$ cat config.mk
export PLATFORM = sky130hd
export DESIGN_NAME = alu_issue_ctrl
export DESIGN_NICKNAME = d
export VERILOG_FILES = /design/src/rtl/alu_issue_ctrl_pkg.sv /design/src/rtl/alu_issue_ctrl_alu.sv /design/src/rtl/alu_issue_ctrl.sv
export SDC_FILE = /design/constraint.sdc
export NUM_CORES = 1
export LEC_CHECK = 0
export ABC_AREA = 1
export CAP_MARGIN = 20
export CORE_ASPECT_RATIO = 1.4
export CORE_MARGIN = 1.5
export CORE_UTILIZATION = 53
export DETAILED_ROUTE_END_ITERATION = 16
export GPL_TIMING_DRIVEN = 0
export PLACE_DENSITY = 0.82
export SYNTH_ARGS = -nofsm -noshare
export SYNTH_HDL_FRONTEND = slang
export SYNTH_SLANG_ARGS = --single-unit
export TNS_END_PERCENT = 50
$ cat constraint.sdc
create_clock -name clk -period 2.8 [get_ports clk]
set_input_delay 0.56 -clock clk [delete_from_list [all_inputs] [get_ports clk]]
set_output_delay 0.56 -clock clk [all_outputs]
set_load 0.02 [all_outputs]
$ cat src/rtl/alu_issue_ctrl_pkg.sv
// Shared definitions for the ALU issue controller: opcodes, flag bit positions,
// issue FSM encoding and the PSR write-enable rule.
package alu_issue_ctrl_pkg;

    localparam logic [7:0] OP_AND = 8'h01;
    localparam logic [7:0] OP_XOR = 8'h03;
    localparam logic [7:0] OP_ADD = 8'h05;
    localparam logic [7:0] OP_SUB = 8'h09;
    localparam logic [7:0] OP_CMP = 8'h0B;
    localparam logic [7:0] OP_MOV = 8'h0D;

    localparam int FLAG_C = 4;
    localparam int FLAG_L = 3;
    localparam int FLAG_F = 2;
    localparam int FLAG_Z = 1;
    localparam int FLAG_N = 0;
    localparam int FLAG_W = 5;

    typedef enum logic [1:0] {
        IDLE = 2'd0,
        EXEC = 2'd1,
        DONE = 2'd2
    } state_e;

    // mov is the only opcode that leaves the architectural flags untouched
    function automatic logic op_writes_psr(input logic [7:0] op);
        return (op != OP_MOV);
    endfunction

endpackage

$ cat src/rtl/alu_issue_ctrl_alu.sv
// Shared 16-bit ALU: combinational result and {C,L,F,Z,N} flags.
// Undefined opcodes shift A left by ImmLo.
module alu
    import alu_issue_ctrl_pkg::*;
#(
    parameter int WIDTH = 16
) (
    input  logic [WIDTH-1:0]  A,
    input  logic [WIDTH-1:0]  B,
    input  logic              Cin,
    input  logic [7:0]        aluop,
    input  logic [3:0]        ImmLo,
    output logic [FLAG_W-1:0] Flags,
    output logic [WIDTH-1:0]  Result
);

    logic [WIDTH:0] w_sum;
    logic [WIDTH:0] w_dif;
    logic           w_c;
    logic           w_l;
    logic           w_f;
    logic           w_n;

    // Result and flag evaluation for the current opcode
    always_comb begin
        w_sum  = {1'b0, A} + {1'b0, B} + {{WIDTH{1'b0}}, Cin};
        w_dif  = {1'b0, A} - {1'b0, B};
        Result = {WIDTH{1'b0}};
        w_c    = 1'b0;
        w_l    = 1'b0;
        w_f    = 1'b0;
        case (aluop)
            OP_AND: Result = A & B;
            OP_XOR: Result = A ^ B;
            OP_ADD: begin
                Result = w_sum[WIDTH-1:0];
                w_c    = w_sum[WIDTH];
                w_f    = (A[WIDTH-1] == B[WIDTH-1]) && (w_sum[WIDTH-1] != A[WIDTH-1]);
            end
            OP_SUB, OP_CMP: begin
                Result = w_dif[WIDTH-1:0];
                w_c    = w_dif[WIDTH];
                w_l    = w_dif[WIDTH];
                w_f    = (A[WIDTH-1] != B[WIDTH-1]) && (w_dif[WIDTH-1] != A[WIDTH-1]);
            end
            OP_MOV:  Result = B;
            default: Result = A << ImmLo;
        endcase
        // cmp reports signed less-than on N, everything else the result sign
        w_n = (aluop == OP_CMP) ? (w_dif[WIDTH-1] ^ w_f) : Result[WIDTH-1];
        Flags         = {FLAG_W{1'b0}};
        Flags[FLAG_C] = w_c;
        Flags[FLAG_L] = w_l;
        Flags[FLAG_F] = w_f;
        Flags[FLAG_Z] = (Result == {WIDTH{1'b0}});
        Flags[FLAG_N] = w_n;
    end

endmodule

$ cat src/rtl/alu_issue_ctrl.sv
// Two-requester issue controller for the shared ALU with response handshake and PSR.
// Define ALU_ISSUE_RR_EN for round-robin tie breaking; otherwise requester 0 has fixed priority.
module alu_issue_ctrl
    import alu_issue_ctrl_pkg::*;
#(
    parameter int WIDTH = 16
) (
    input  logic              clk,
    input  logic              reset,
    input  logic              r0_valid,
    output logic              r0_ready,
    input  logic [WIDTH-1:0]  r0_a,
    input  logic [WIDTH-1:0]  r0_b,
    input  logic [7:0]        r0_op,
    input  logic [3:0]        r0_imm,
    input  logic              r0_cin,
    input  logic              r1_valid,
    output logic              r1_ready,
    input  logic [WIDTH-1:0]  r1_a,
    input  logic [WIDTH-1:0]  r1_b,
    input  logic [7:0]        r1_op,
    input  logic [3:0]        r1_imm,
    input  logic              r1_cin,
    output logic              rsp_valid,
    input  logic              rsp_ready,
    output logic              rsp_id,
    output logic [WIDTH-1:0]  rsp_result,
    output logic [FLAG_W-1:0] rsp_flags,
    output logic [FLAG_W-1:0] psr_flags
);

    state_e             r_state;
    state_e             w_state_nxt;
    logic               w_grant_id;
    logic               w_r0_ready;
    logic               w_r1_ready;
    logic               w_accept;

    logic [WIDTH-1:0]   r_a;
    logic [WIDTH-1:0]   r_b;
    logic [7:0]         r_op;
    logic [3:0]         r_imm;
    logic               r_cin;
    logic               r_id;

    logic               r_rsp_id;
    logic [WIDTH-1:0]   r_rsp_result;
    logic [FLAG_W-1:0]  r_rsp_flags;
    logic [FLAG_W-1:0]  r_psr;

    logic [FLAG_W-1:0]  w_alu_flags;
    logic [WIDTH-1:0]   w_alu_result;

`ifdef ALU_ISSUE_RR_EN
    logic               r_last_grant;

    // Tie goes to the requester that did not win the previous accept
    always_comb begin
        if (r0_valid && r1_valid) begin
            w_grant_id = ~r_last_grant;
        end else begin
            w_grant_id = r1_valid && !r0_valid;
        end
    end

    // Remember the most recent winner; reset favours requester 0 on the first tie
    always_ff @(posedge clk) begin
        if (reset) begin
            r_last_grant <= 1'b1;
        end else if (w_accept) begin
            r_last_grant <= w_grant_id;
        end else begin
            r_last_grant <= r_last_grant;
        end
    end
`else
    // Fixed priority: requester 1 wins only when requester 0 is idle
    always_comb begin
        w_grant_id = r1_valid && !r0_valid;
    end
`endif

    // Issue FSM state register
    always_ff @(posedge clk) begin
        if (reset) begin
            r_state <= IDLE;
        end else begin
            r_state <= w_state_nxt;
        end
    end

    // Issue FSM next state and request handshake
    always_comb begin
        w_state_nxt = r_state;
        w_r0_ready  = 1'b0;
        w_r1_ready  = 1'b0;
        w_accept    = 1'b0;
        case (r_state)
            IDLE: begin
                w_r0_ready = r0_valid && !w_grant_id;
                w_r1_ready = r1_valid && w_grant_id;
                w_accept   = w_r0_ready || w_r1_ready;
                if (w_accept) begin
                    w_state_nxt = EXEC;
                end else begin
                    w_state_nxt = IDLE;
                end
            end
            EXEC: w_state_nxt = DONE;
            DONE: begin
                if (rsp_ready) begin
                    w_state_nxt = IDLE;
                end else begin
                    w_state_nxt = DONE;
                end
            end
            default: w_state_nxt = IDLE;
        endcase
    end

    // Operand capture from the granted requester
    always_ff @(posedge clk) begin
        if (reset) begin
            r_a   <= {WIDTH{1'b0}};
            r_b   <= {WIDTH{1'b0}};
            r_op  <= 8'h00;
            r_imm <= 4'h0;
            r_cin <= 1'b0;
            r_id  <= 1'b0;
        end else if (w_accept) begin
            r_a   <= w_grant_id ? r1_a   : r0_a;
            r_b   <= w_grant_id ? r1_b   : r0_b;
            r_op  <= w_grant_id ? r1_op  : r0_op;
            r_imm <= w_grant_id ? r1_imm : r0_imm;
            r_cin <= w_grant_id ? r1_cin : r0_cin;
            r_id  <= w_grant_id;
        end else begin
            r_a   <= r_a;
            r_b   <= r_b;
            r_op  <= r_op;
            r_imm <= r_imm;
            r_cin <= r_cin;
            r_id  <= r_id;
        end
    end

    alu #(.WIDTH(WIDTH)) u_alu (
        .A      (r_a),
        .B      (r_b),
        .Cin    (r_cin),
        .aluop  (r_op),
        .ImmLo  (r_imm),
        .Flags  (w_alu_flags),
        .Result (w_alu_result)
    );

    // Response and PSR capture at the end of EXEC; held while DONE waits for the consumer
    always_ff @(posedge clk) begin
        if (reset) begin
            r_rsp_id     <= 1'b0;
            r_rsp_result <= {WIDTH{1'b0}};
            r_rsp_flags  <= {FLAG_W{1'b0}};
            r_psr        <= {FLAG_W{1'b0}};
        end else if (r_state == EXEC) begin
            r_rsp_id     <= r_id;
            r_rsp_result <= w_alu_result;
            r_rsp_flags  <= w_alu_flags;
            r_psr        <= op_writes_psr(r_op) ? w_alu_flags : r_psr;
        end else begin
            r_rsp_id     <= r_rsp_id;
            r_rsp_result <= r_rsp_result;
            r_rsp_flags  <= r_rsp_flags;
            r_psr        <= r_psr;
        end
    end

    assign r0_ready   = w_r0_ready;
    assign r1_ready   = w_r1_ready;
    assign rsp_valid  = (r_state == DONE);
    assign rsp_id     = r_rsp_id;
    assign rsp_result = r_rsp_result;
    assign rsp_flags  = r_rsp_flags;
    assign psr_flags  = r_psr;

endmodule

; Yosys cells after proc, flatten, opt, wreduce, memory -nomap -nowiden
; Cells that the tools add are included.
[word_totals]
ff_bits = 75
in_bits = 95
out_inout_bits = 30
word_cells = 59
[classes]
add_sub_neg = 3
n_eq_ne = 13
shifts = 1
mux = 16
bitwise = 3
n_reduce_logical = 12
[op_table]
columns = cell, n
row1 = $pmux W16 S5, 1
row2 = $mux W16, 2
row3 = $eq A8 B4 Y1 const B, 3
row4 = $add A16 B16 Y17, 1
row5 = $add A17 B1 Y17, 1
row6 = $sub A16 B16 Y17, 1
row7 = $and A16 B16 Y16, 1
row8 = $logic_not A16 Y1, 1
row9 = $shl A16 B4 Y16, 1
row10 = $xor A16 B16 Y16, 1
row11 = $eq A8 B1 Y1 const B, 1
row12 = $eq A8 B2 Y1 const B, 1
row13 = $eq A8 B3 Y1 const B, 1
row14 = $mux W8, 1
row15 = $ne A8 B4 Y1 const B, 1
row16 = $mux W1, 7
row17 = $pmux W2 S3, 1
row18 = $logic_and A1 B1 Y1, 5
row19 = $mux W4, 1
row20 = $pmux W1 S2, 2
row21 = $ne A1 B1 Y1, 3
row22 = $eq A2 B1 Y1 const B, 1
row23 = $eq A2 B2 Y1 const B, 1
row24 = $logic_not A1 Y1, 2
row25 = other kinds (7), 7

; Depth between registers and ports, before layout
; Gate-level depths: netlist of the first run.
[logic_depth]
ltp_word = 7
depth_mapped = 19
mapped_depth_nobuf = 18

; Modules after synthesis
; From an unflattened synthesis of the first run, not the netlist that was laid out.
[hier_totals]
hier_cells = 1225
area_unflattened_um2 = 7045.5
[modules_own_cells]
columns = module, instances, cells_each, area_each_um2, seq_area_each_um2
row1 = alu, 1, 728, 3741.1, 0.0
row2 = alu_issue_ctrl, 1, 497, 3304.4, 1501.4

; Worst setup path after synthesis of the first run
; Ideal clock, no wire load.
[synth_path]
kind = register to register
from = register r_a[0]
to = register r_rsp_flags[1], in the netlist rsp_flags[1]
t_arrival_ns = 2.186
t_required_ns = 2.730
slack_ns = 0.544
path_stages_with_launch = 16
path_buffers = 0
synth_period_minus_slack_ns = 2.256
cell_sequence = dfxtp_1 -> fa_1 -> fa_1 -> nand2_1 -> nand3_1 -> nand2_1 -> nand3_1 -> nand2_1 -> nand2_1 -> nand2_1 -> nand3_1 -> nor2_1 -> nand2_1 -> nor2_1 -> nand3_1 -> a21oi_1
[synth_via]
elab_chain_len = 4
[synth_lines]
columns = element, line_no
row1 = from (decl), alu_issue_ctrl.sv:39  ; logic [WIDTH-1:0] r_a;
row2 = from (signal assigned), alu_issue_ctrl.sv:124  ; r_a <= {WIDTH{1'b0}};
row3 = from (signal assigned), alu_issue_ctrl.sv:131  ; r_a <= w_grant_id ? r1_a : r0_a;
row4 = from (signal assigned), alu_issue_ctrl.sv:138  ; r_a <= r_a;
row5 = $add A16 B16 Y17, alu_issue_ctrl_alu.sv:26  ; w_sum = {1'b0, A} + {1'b0, B} + {{WIDTH{1'b0}}, Cin};
row6 = $add A17 B1 Y17, alu_issue_ctrl_alu.sv:26
row7 = $pmux W16 S5 (*), alu_issue_ctrl_alu.sv:32  ; case (aluop)
row8 = $logic_not A16 Y1 (*), alu_issue_ctrl_alu.sv:55  ; Flags[FLAG_Z] = (Result == {WIDTH{1'b0}});
row9 = to (signal assigned), alu_issue_ctrl.sv:162  ; r_rsp_flags <= {FLAG_W{1'b0}};
row10 = to (signal assigned), alu_issue_ctrl.sv:167  ; r_rsp_flags <= w_alu_flags;
row11 = to (signal assigned), alu_issue_ctrl.sv:172  ; r_rsp_flags <= r_rsp_flags;
row12 = to (decl), alu_issue_ctrl.sv:48  ; logic [FLAG_W-1:0] r_rsp_flags;
; Mark *: on every way between the ends. The rest lies on a longest branch, timed or not.
; A chain may end at the register's enable or synchronous reset.

; Worst setup path in the final report of the first run
[layout_path]
from = input r0_valid
to = output r0_ready
[layout_via]
elab_chain_len = 5
[layout_lines]
columns = element, line_no
row1 = from (decl), alu_issue_ctrl.sv:10  ; input logic r0_valid,
row2 = $logic_not A1 Y1, alu_issue_ctrl.sv:79  ; w_grant_id = r1_valid && !r0_valid;
row3 = $logic_and A1 B1 Y1, alu_issue_ctrl.sv:79
row4 = $logic_not A1 Y1, alu_issue_ctrl.sv:100  ; w_r0_ready = r0_valid && !w_grant_id;
row5 = $logic_and A1 B1 Y1 (*), alu_issue_ctrl.sv:100
row6 = $mux W1 (*), alu_issue_ctrl.sv:98  ; case (r_state)
row7 = to (decl), alu_issue_ctrl.sv:11  ; output logic r0_ready,
; Marked as above.

==> run summary, run 1 <==
DRT Pass-1 Iters: 5
CTS Buf Count: 9
Critical Path RT: 2.24 ns
clock skew: 0.00853 ns
initial core utilization: 54.2%
Placed Cells incl. Taps: 1369
Setup crit end kind: output pin
chip width: 95.7 um
syn_area_per_cell: 5.80 sq um
Die Y: 133 um
HPWL after DPL: 17.6 mm
worst skew pair latency: 0.34 ns
first-pass GRT wire length: 34.6 mm
antenna violation net count after detailed routing: 0
most frequent cell after synthesis: nand2_1
EDFF count, synth: 0
Max stage delay cell, worst path: clkdlybuf4s50_1
initial antenna violation count: 0
Vias/cell: 5.53
DRT Wirelength: 21.6 mm
Synth Warn #: 0
Synth-to-Final Area Change: 27.9%
placer congestion estimate: 0.997
RSZ-0062 raised after global routing: false
CP Buf/Inv Count: 4
worst vdd ir: 0.328 mV
Slew Limit Fails: 0
Cell Rows: 47
H-tree depth: 3
total gr overflow: 0
layout cells sized above 1: 5.98%
# hold bufs at CTS: 0
Multi-input gate area: 0.00413 sq mm
Layout Cells excl Fill: 1385
Final Total Pwr: 4.47 mW
largest net degree at the start of global routing: 20
Fmax: 361 MHz
IO Pins: 125
Synth cell types: 32
Critical Path Stages: 5
Global Route Usage Sum: 34.9%
cell taking the most area after synthesis: dfxtp_1
Synth async-reset ratio: 0%
Tcrit/Tclk final: 98.8%
flops & latches, synth: 75
TritonCTS clock tree: built
post-route cell area: 0.00815 sq mm
PwrDens: 549 mW/mm^2
top-area cell type share of the netlist area: 23.6%
Worst path most repeated cell: clkdlybuf4s50_1
Sink Count: 75
drt wl/cell: 15.6 um
Via Count: 7663
Max FO, Critical Path: 10
Slew HR: 52.5%
P_leak: 3.89 nW
dominant synthesized flop cell: dfxtp_1
die area: 0.0127 sq mm
fillcell total: 1108
worst path cell trace: clkdlybuf4s50_1 -> inv_1 -> clkbuf_1 -> nor2_1 -> clkdlybuf4s50_1
Data arrival, critical path: 2.21 ns
max cap viols: 0
Top delay family on crit path: buffers and inverters
Placed Area: 0.00780 sq mm
DR iter-0 viols: 484
Cells after Synth: 1098
Synth Cell Area: 0.00637 sq mm
Post-synth top cells: nand2_1 (304), nand3_1 (140), inv_1 (132)
worst reg2reg path depth: 18
PortBufs: 124
number of diodes: 0
vias in the first global route: 7133
post-synthesis sequential area ratio: 23.6%
met3 GRT Util: 5.23%
GR met1 Demand/Resource: 40.7%
Final Hold Fails: 0
grt peak-use layer: met2
Setup crit start kind: primary input
Setup Viol. Count Final: 0
FF/Latch Area: 0.00151 sq mm
Clock transition at path regs: 0.06 ns
syn_nets: 1228
Core Region: 0.0118 sq mm
Final min period: 2.77 ns
DR DRC count: 0
status: finished clean
Synth area leaders: dfxtp_1 (24%), nand2_1 (18%), nand3_1 (11%)
met2 Track Usage GR: 60.2%
HP Class: reg -> reg
hold path cells: 2
Final Util: 69.3%
Worst-Margin Slew: 0.709 ns
CTS Root Cell: clkbuf_16
biggest cell delay along the critical path: 0.63 ns
clk buf depth: 2
crit path kind: in -> out
nets@finish: 1363
-- worst min-delay path, stage by stage, from the launching register on --
cell	delay [ns]
dfxtp_1	0.33
o211ai_1	0.10
inv_1	0.06
-- cells in the final DEF (no fill, tap or decap), types with 2 or more instances in the layout --
master	n
buf_6	2
nand2_1	302
nor3_2	3
nand4_1	9
nor2_2	8
clkinv_1	3
inv_1	132
nand3_2	4
nor3_1	7
nand2_2	6
inv_2	8
a21oi_1	43
nand3_1	138
dfxtp_1	73
o21ai_1	5
or2_2	4
a31oi_1	45
o21ai_0	101
nor2_1	81
o22ai_1	8
xor2_1	2
or2_1	2
o211ai_1	10
clkdlybuf4s50_1	124
a21oi_2	4
clkbuf_16	9
clkbuf_1	40
fa_2	2
o21bai_1	2
ha_1	32
buf_2	15
-- final timing paths --
check,from,endpoint,slack (ns)
setup reg to reg,r_a[0],rsp_flags[1],0.20
setup / recovery,r0_valid,r0_ready,0.03
hold / removal,rsp_result[0],rsp_result[0],0.51
hold reg to reg,rsp_result[0],rsp_result[0],0.51
-- per-layer routing --
metal	part of all wire [%]	routed length (um)
met5	0	0
met4	4.8	1040
met3	5.3	1130
met2	50	10700
met1	40	8650
-- logic make-up (layout without fill, tap and decap cells) --
family / after synthesis / in the layout / share of synthesized area [%]
AND/OR/NAND/NOR: 566 / 566 / 37.7
flip-flops: 75 / 75 / 23.6
adder cells (fa/ha/maj): 35 / 35 / 7.22
buffers and inverters: 200 / 340 / 12.3
AO/OA/AOI/OAI: 220 / 220 / 18.9
XOR/XNOR: 2 / 2 / 0.275
-- cell type report --
type | instances | share of cell area [%]
clock buffers | 11 | 2.98
clock inverters | 5 | 0.737
inverters | 143 | 6.58
flip-flops and latches | 75 | 18.5
plain buffers | 56 | 2.99
multi-input cells | 823 | 50.7
well taps | 147 | 2.26
repair buffers | 125 | 15.3
-- through the flow --
step / hold WS (ns) / setup slack (ns) / setup TNS [ns]
after floorplan: 0.456 / 0.544 / 0
after global placement: 0.481 / -0.265 / -0.265
after detailed placement: 0.492 / -0.254 / -0.263
after CTS: 0.507 / 0.0195 / 0
after global routing: 0.532 / 0.00820 / 0
final: 0.506 / 0.0335 / 0
-- flip-flops by register name, indices dropped and copies added, names as in the netlist --
signal and count:
rsp_id 1, r_state 2, rsp_flags 5, r_cin 1, r_b 16, r_imm 4, r_id 1, r_a 16
rsp_result 16, psr_flags 5, r_op 8
-- power by group --
group	switching [mW]	internal [mW]
Combinational	1.24	0.713
Sequential	0.134	1.20
Clock	0.475	0.718
Total	1.85	2.63
-- repair_timing --
item | 4_1_cts | 5_1_grt
endpoints found under the setup margin | 5 | 9
pin swaps | 0 | 1
buffers inserted | 0 | 1
resized for setup | 2 | 15
gates cloned | 0 | 0
No activity file was read; power rests on OpenSTA's default activity.
==> run 2, diff against run 1 <==
--- a/config.mk
+++ b/config.mk
@@ -9,10 +9,10 @@
 export CAP_MARGIN = 20
 export CORE_ASPECT_RATIO = 1.4
 export CORE_MARGIN = 1.5
-export CORE_UTILIZATION = 53
+export CORE_UTILIZATION = 57
 export DETAILED_ROUTE_END_ITERATION = 16
 export GPL_TIMING_DRIVEN = 0
-export PLACE_DENSITY = 0.82
+export PLACE_DENSITY = 0.87
 export SYNTH_ARGS = -nofsm -noshare
 export SYNTH_HDL_FRONTEND = slang
 export SYNTH_SLANG_ARGS = --single-unit
==> constraint.sdc (replaced) <==
create_clock -name clk -period 3.2 [get_ports clk]
set_input_delay 0.64 -clock clk [delete_from_list [all_inputs] [get_ports clk]]
set_output_delay 0.64 -clock clk [all_outputs]
set_load 0.02 [all_outputs]
==> run 2 against run 1 <==
Combinational power is 14% lower. Highest routed layer unchanged. Non-clock buffer count is 1 lower. Worst hold slack better by 0.0017 ns. Clock skew hardly changed.
==> run summary, run 2 (same netlist as run 1, synthesis figures left out) <==
status: finished clean
Slew Limit Fails: 0 (unchanged)
TritonCTS clock tree: built
DRT Wirelength: 21.5 mm (-0.48%)
CTS Root Cell: clkbuf_16
P_leak: 3.88 nW (-0.45%)
Clock transition at path regs: 0.06 ns (about the same)
post-route cell area: 0.00809 sq mm (-0.77%)
# hold bufs at CTS: 0 (unchanged)
setup fix buffers added after clock tree synthesis: 0 (unchanged)
Critical Path Stages: 4 (-1)
IO Pins: 125 (unchanged)
die area: 0.0118 sq mm (-6.8%)
initial antenna violation count: 0 (unchanged)
PwrDens: 481 mW/mm^2 (-12%)
Setup Viol. Count Final: 0 (unchanged)
PortBufs: 124 (unchanged)
most frequent cells in the layout: nand2_1 (304), nand3_1 (140), inv_1 (132), clkdlybuf4s50_1 (124), o21ai_0 (102)
CTS Buf Count: 9 (unchanged)
max cap viols: 0 (unchanged)
nets@finish: 1362 (-0.073%)
total gr overflow: 0 (unchanged)
drt wl/cell: 15.6 um (about the same)
DRT Pass-1 Iters: 8 (+3)
first-pass GRT wire length: 34.5 mm (-0.28%)
Worst-Margin Slew: 0.726 ns (+0.0170 ns)
Vias/cell: 5.75 (+3.9%)
initial core utilization: 58.7% (+4.5 points)
Max stage delay cell, worst path: clkdlybuf4s50_1
DR DRC count: 0 (unchanged)
Core Region: 0.0109 sq mm (-7.6%)
clock skew: 0.00868 ns (+0.000151 ns)
Fmax: 327 MHz
HPWL after DPL: 17.4 mm (-1.2%)
Setup crit end kind: output pin
Top delay family on crit path: buffers and inverters
Sink Count: 75 (unchanged)
worst path cell trace: clkdlybuf4s50_1 -> nand2_1 -> nor2_1 -> clkdlybuf4s50_1
Placed Area: 0.00779 sq mm (about the same)
biggest cell delay along the critical path: 0.63 ns (about the same)
Slew HR: 51.4% (-1.1 points)
commonest non-fill, non-tap cell in the layout: nand2_1
placer congestion estimate: 1.05 (+5.0%)
layout cells sized above 1: 4.69% (-1.3 points)
fillcell total: 979 (-12%)
Critical Path RT: 2.56 ns (+0.32 ns)
hold path cells: 2 (unchanged)
Setup crit start kind: primary input
Via Count: 7923 (+3.4%)
CP Buf/Inv Count: 2 (-2)
DR iter-0 viols: 535 (+11%)
vias in the first global route: 7368 (+3.3%)
Die Y: 128 um (-3.5%)
worst skew pair latency: 0.35 ns (about the same)
crit path kind: in -> out
Final min period: 3.06 ns
post-CTS sizing: 0 (-2)
number of diodes: 0 (unchanged)
largest net degree at the start of global routing: 20 (unchanged)
FF/Latch Area: 0.00150 sq mm (-0.33%)
Global Route Usage Sum: 36.7% (+1.8 points)
Max FO, Critical Path: 19 (+9)
HP Class: reg -> reg
worst reg2reg path depth: 15 (-3)
H-tree depth: 3 (unchanged)
Tcrit/Tclk final: 95.7%
worst vdd ir: 0.298 mV (-9.2%)
Final Hold Fails: 0 (unchanged)
Worst path most repeated cell: clkdlybuf4s50_1
Synth-to-Final Area Change: 26.9%
Cell Rows: 45 (-4.3%)
Final Util: 74.5% (+5.1 points)
Multi-input gate area: 0.00409 sq mm (-1.0%)
Data arrival, critical path: 2.42 ns (+0.21 ns)
chip width: 92.4 um (-3.5%)
RSZ-0062 raised after global routing: false
clk buf depth: 2 (unchanged)
antenna violation net count after detailed routing: 0 (unchanged)
## run 2: final timing paths
path / startpoint / to / slack [ns]
worst max-delay path: r1_valid / r1_ready / 0.14
worst min-delay path: psr_flags[4] / psr_flags[4] / 0.51
worst max register to register: r_a[0] / psr_flags[1] / 0.25
worst min register to register: psr_flags[4] / psr_flags[4] / 0.51
## run 2: area by class of cell
| type | count | area share [%] |
|---|---|---|
| well taps | 141 | 2.18 |
| flip-flops and latches | 75 | 18.6 |
| clock inverters | 5 | 0.742 |
| repair buffers | 124 | 15.3 |
| multi-input cells | 823 | 50.5 |
| clock buffers | 11 | 3.00 |
| inverters | 143 | 6.63 |
| plain buffers | 56 | 3.02 |
## run 2: stage by stage
stage	worst slack (ns)	hold slack (ns)	total power, mW	TNS, ns	cells
global placement	-0.0213	0.481	2.79	-0.0213	1363
floorplan	0.944	0.456	2.25	0	1098
finish	0.138	0.507	3.89	0	1378
global route	0.0134	0.527	4.11	0	1378
CTS	0.116	0.509	3.85	0	1378
detailed placement	-0.0323	0.493	2.82	-0.0323	1363
## run 2: per-layer routing
metal / part of all wire (%) / wire (um) / vias to the layer above / GRT usage, %
met5: 0 / 0 / - / 0
met4: 5.0 / 1070 / 0 / 20.1
met3: 6.7 / 1440 / 81 / 4.80
met2: 51 / 10900 / 370 / 67.9
met1: 38 / 8090 / 3585 / 39.9
li1: - / - / 3887 / -
## run 2: power by group
| group | internal, mW | switching (mW) | leakage [nW] |
|---|---|---|---|
| clock | 0.628 | 0.417 | 0.146 |
| sequential | 1.05 | 0.116 | 0.621 |
| combinational | 0.609 | 1.08 | 3.11 |
| total | 2.28 | 1.61 | 3.88 |
## run 2: worst register-to-register path, delay by kind of cell (launching register included)
family	cells	cell delay (ns)
AO/OA/AOI/OAI	1	0.16
adder cells (fa/ha/maj)	2	0.98
flip-flops	1	0.39
AND/OR/NAND/NOR	12	1.34
==> run 3, diff against run 2 <==
--- a/config.mk
+++ b/config.mk
@@ -7,12 +7,15 @@
 export LEC_CHECK = 0
 export ABC_AREA = 1
 export CAP_MARGIN = 20
+export CELL_PAD_IN_SITES_DETAIL_PLACEMENT = 0
+export CELL_PAD_IN_SITES_GLOBAL_PLACEMENT = 2
 export CORE_ASPECT_RATIO = 1.4
 export CORE_MARGIN = 1.5
-export CORE_UTILIZATION = 57
+export CORE_UTILIZATION = 29
 export DETAILED_ROUTE_END_ITERATION = 16
 export GPL_TIMING_DRIVEN = 0
-export PLACE_DENSITY = 0.87
+export PLACE_DENSITY_LB_ADDON = 0.1
+export SKIP_CTS_REPAIR_TIMING = 1
 export SYNTH_ARGS = -nofsm -noshare
 export SYNTH_HDL_FRONTEND = slang
 export SYNTH_SLANG_ARGS = --single-unit
==> run 3 against run 2 <==
Flip-flop and latch count did not move. Sequential power hardly changed. Register-to-register slack improved by 0.09 ns. Clock power about the same. Worst setup slack improved by 0.0025 ns. Sequential share of layout area is 0.44 points lower. Utilization down 36 points. Critical path type unchanged.
==> run summary, run 3 (same netlist as run 1, synthesis figures left out) <==
CTS Buf Count: 9 (unchanged)
placer congestion estimate: 0.933 (-11%)
largest net degree at the start of global routing: 14 (-30%)
Final min period: 3.06 ns (-0.00252 ns)
Reg power frac: 29.9% (about the same)
P_leak: 3.88 nW (+0.18%)
antenna violation net count after detailed routing: 0 (unchanged)
worst path cell trace: clkdlybuf4s50_1 -> nand2_1 -> clkbuf_2 -> nor2_1 -> clkdlybuf4s50_1
Worst path most repeated cell: clkdlybuf4s50_1
Clock power frac: 26.6% (-0.3 points)
Min Hold Slack: 0.505 ns (-0.00244 ns)
Setup Viol. Count Final: 0 (unchanged)
H-tree depth: 3 (unchanged)
Final Hold Fails: 0 (unchanged)
vias in the first global route: 7223 (-2.0%)
HP Class: reg -> reg
Fmax: 327 MHz (about the same)
PwrDens: 477 mW/mm^2 (-0.91%)
CTS Root Cell: clkbuf_16
most frequent cells in the layout: nand2_1 (304), nand3_1 (140), inv_1 (132), clkdlybuf4s50_1 (124), o21ai_0 (102)
die area: 0.0229 sq mm (+93%)
DR DRC count: 0 (unchanged)
Max stage delay cell, worst path: clkdlybuf4s50_1
FF/Latch Area: 0.00150 sq mm (unchanged)
Vias/cell: 4.81 (-16%)
DRT Pass-1 Iters: 5 (-3)
TritonCTS clock tree: built
PortBufs: 124 (unchanged)
number of diodes: 0 (unchanged)
Global Route Usage Sum: 23.4% (-13 points)
IO Pins: 125 (unchanged)
Data arrival, critical path: 2.42 ns (about the same)
Clock transition at path regs: 0.06 ns (about the same)
RSZ-0062 raised after global routing: false
Slew Limit Fails: 0 (unchanged)
Worst-Margin Slew: 0.789 ns (+0.0630 ns)
Critical Path RT: 2.56 ns (about the same)
commonest non-fill, non-tap cell in the layout: nand2_1
fillcell total: 2470 (+150%)
total gr overflow: 0 (unchanged)
DR iter-0 viols: 340 (-36%)
combinational power share: 43.5% (+0.2 points)
status: finished clean
drt wl/cell: 16.9 um (+8.7%)
Multi-input gate area: 0.00409 sq mm (unchanged)
DRT Wirelength: 26.0 mm (+21%)
max cap viols: 0 (unchanged)
crit path kind: in -> out
Max FO, Critical Path: 10 (-9)
Slew HR: 47.2% (-4.2 points)
biggest cell delay along the critical path: 0.61 ns (-0.02 ns)
Via Count: 7381 (-6.8%)
Setup crit start kind: primary input
Net Sw Power: 1.67 mW (+3.7%)
clk buf depth: 2 (unchanged)
CP Buf/Inv Count: 3 (+1)
Cell Rows: 64 (+42%)
nets@finish: 1363 (+0.073%)
Setup crit end kind: output pin
initial antenna violation count: 0 (unchanged)
HPWL after DPL: 22.1 mm (+27%)
Synth-to-Final Area Change: 30.0%
Top delay family on crit path: buffers and inverters
worst skew pair latency: 0.35 ns (about the same)
switch share: 42.2% (+0.88 points)
Sink Count: 75 (unchanged)
clock skew: 0.0133 ns (+0.00462 ns)
initial core utilization: 29.4% (-29 points)
final setup TNS: 0 ns (unchanged)
first-pass GRT wire length: 40.4 mm (+17%)
Die Y: 178 um (+39%)
chip width: 128 um (+39%)
Tcrit/Tclk final: 95.6% (about the same)
worst vdd ir: 0.244 mV (-18%)
layout cells sized above 1: 4.77% (+0.081 points)
Core Region: 0.0217 sq mm (+100%)
P_int: 2.28 mW (about the same)
run 3: cell types whose count changed in the layout (fill, tap and decap cells not counted):
cell / before / now
clkbuf_1: 40 / 39
clkbuf_2: 0 / 1
clkinvlp_4: 1 / 0
inv_6: 1 / 2
run 3: per-stage QoR:
step                      setup WS (ns)  area, sq um  std cells  power, mW  utilization (%)
after detailed placement         0.0493         7990       1519       2.92             36.8
after CTS                        0.0428         8290       1534       3.99             38.2
final                             0.141         8290       1534       3.95             38.2
after global routing             0.0338         8290       1534       4.25             38.2
after global placement           0.0401         7990       1519       2.93             36.8
after floorplan                   0.944         6370       1098       2.25                -
run 3: final timing paths:
kind	from	to	slack (ns)	depth (start not counted)
setup / recovery	r1_valid	r1_ready	0.14	5
hold / removal	rsp_result[7]	rsp_result[7]	0.51	2
setup reg to reg	r_a[0]	rsp_flags[1]	0.34	13
hold reg to reg	rsp_result[7]	rsp_result[7]	0.51	2
run 3: routing by layer:
metal,track usage [%],share of wire [%],wire [um],vias to the layer above
li1,-,-,-,3880
met1,27.5,42,10900,3293
met2,42.6,51,13300,167
met3,3.18,3.2,829,41
met4,9.36,3.6,936,0
met5,0,0,0,-
run 3: final cells by class:
cell class / count / share of cell area, %
multi-input combinational: 823 / 49.3
sequential: 75 / 18.1
timing repair buffer: 124 / 15.0
inverter: 143 / 6.48
tap: 297 / 4.48
buffer: 57 / 3.00
clock buffer: 10 / 2.88
clock inverter: 5 / 0.740
run 3: tightest hold or removal path, cell delays in order (launching register included):
cell      delay, ns
dfxtp_1        0.33
o211ai_1       0.09
inv_1          0.06
run 3: power by group through the flow:
stage | clock (mW) | sequential (mW) | combinational (mW)
floorplan | 0 | 1.18 | 1.06
global placement | 0 | 1.20 | 1.73
detailed placement | 0 | 1.20 | 1.72
CTS | 1.08 | 1.18 | 1.73
global route | 1.11 | 1.19 | 1.94
finish | 1.05 | 1.18 | 1.72
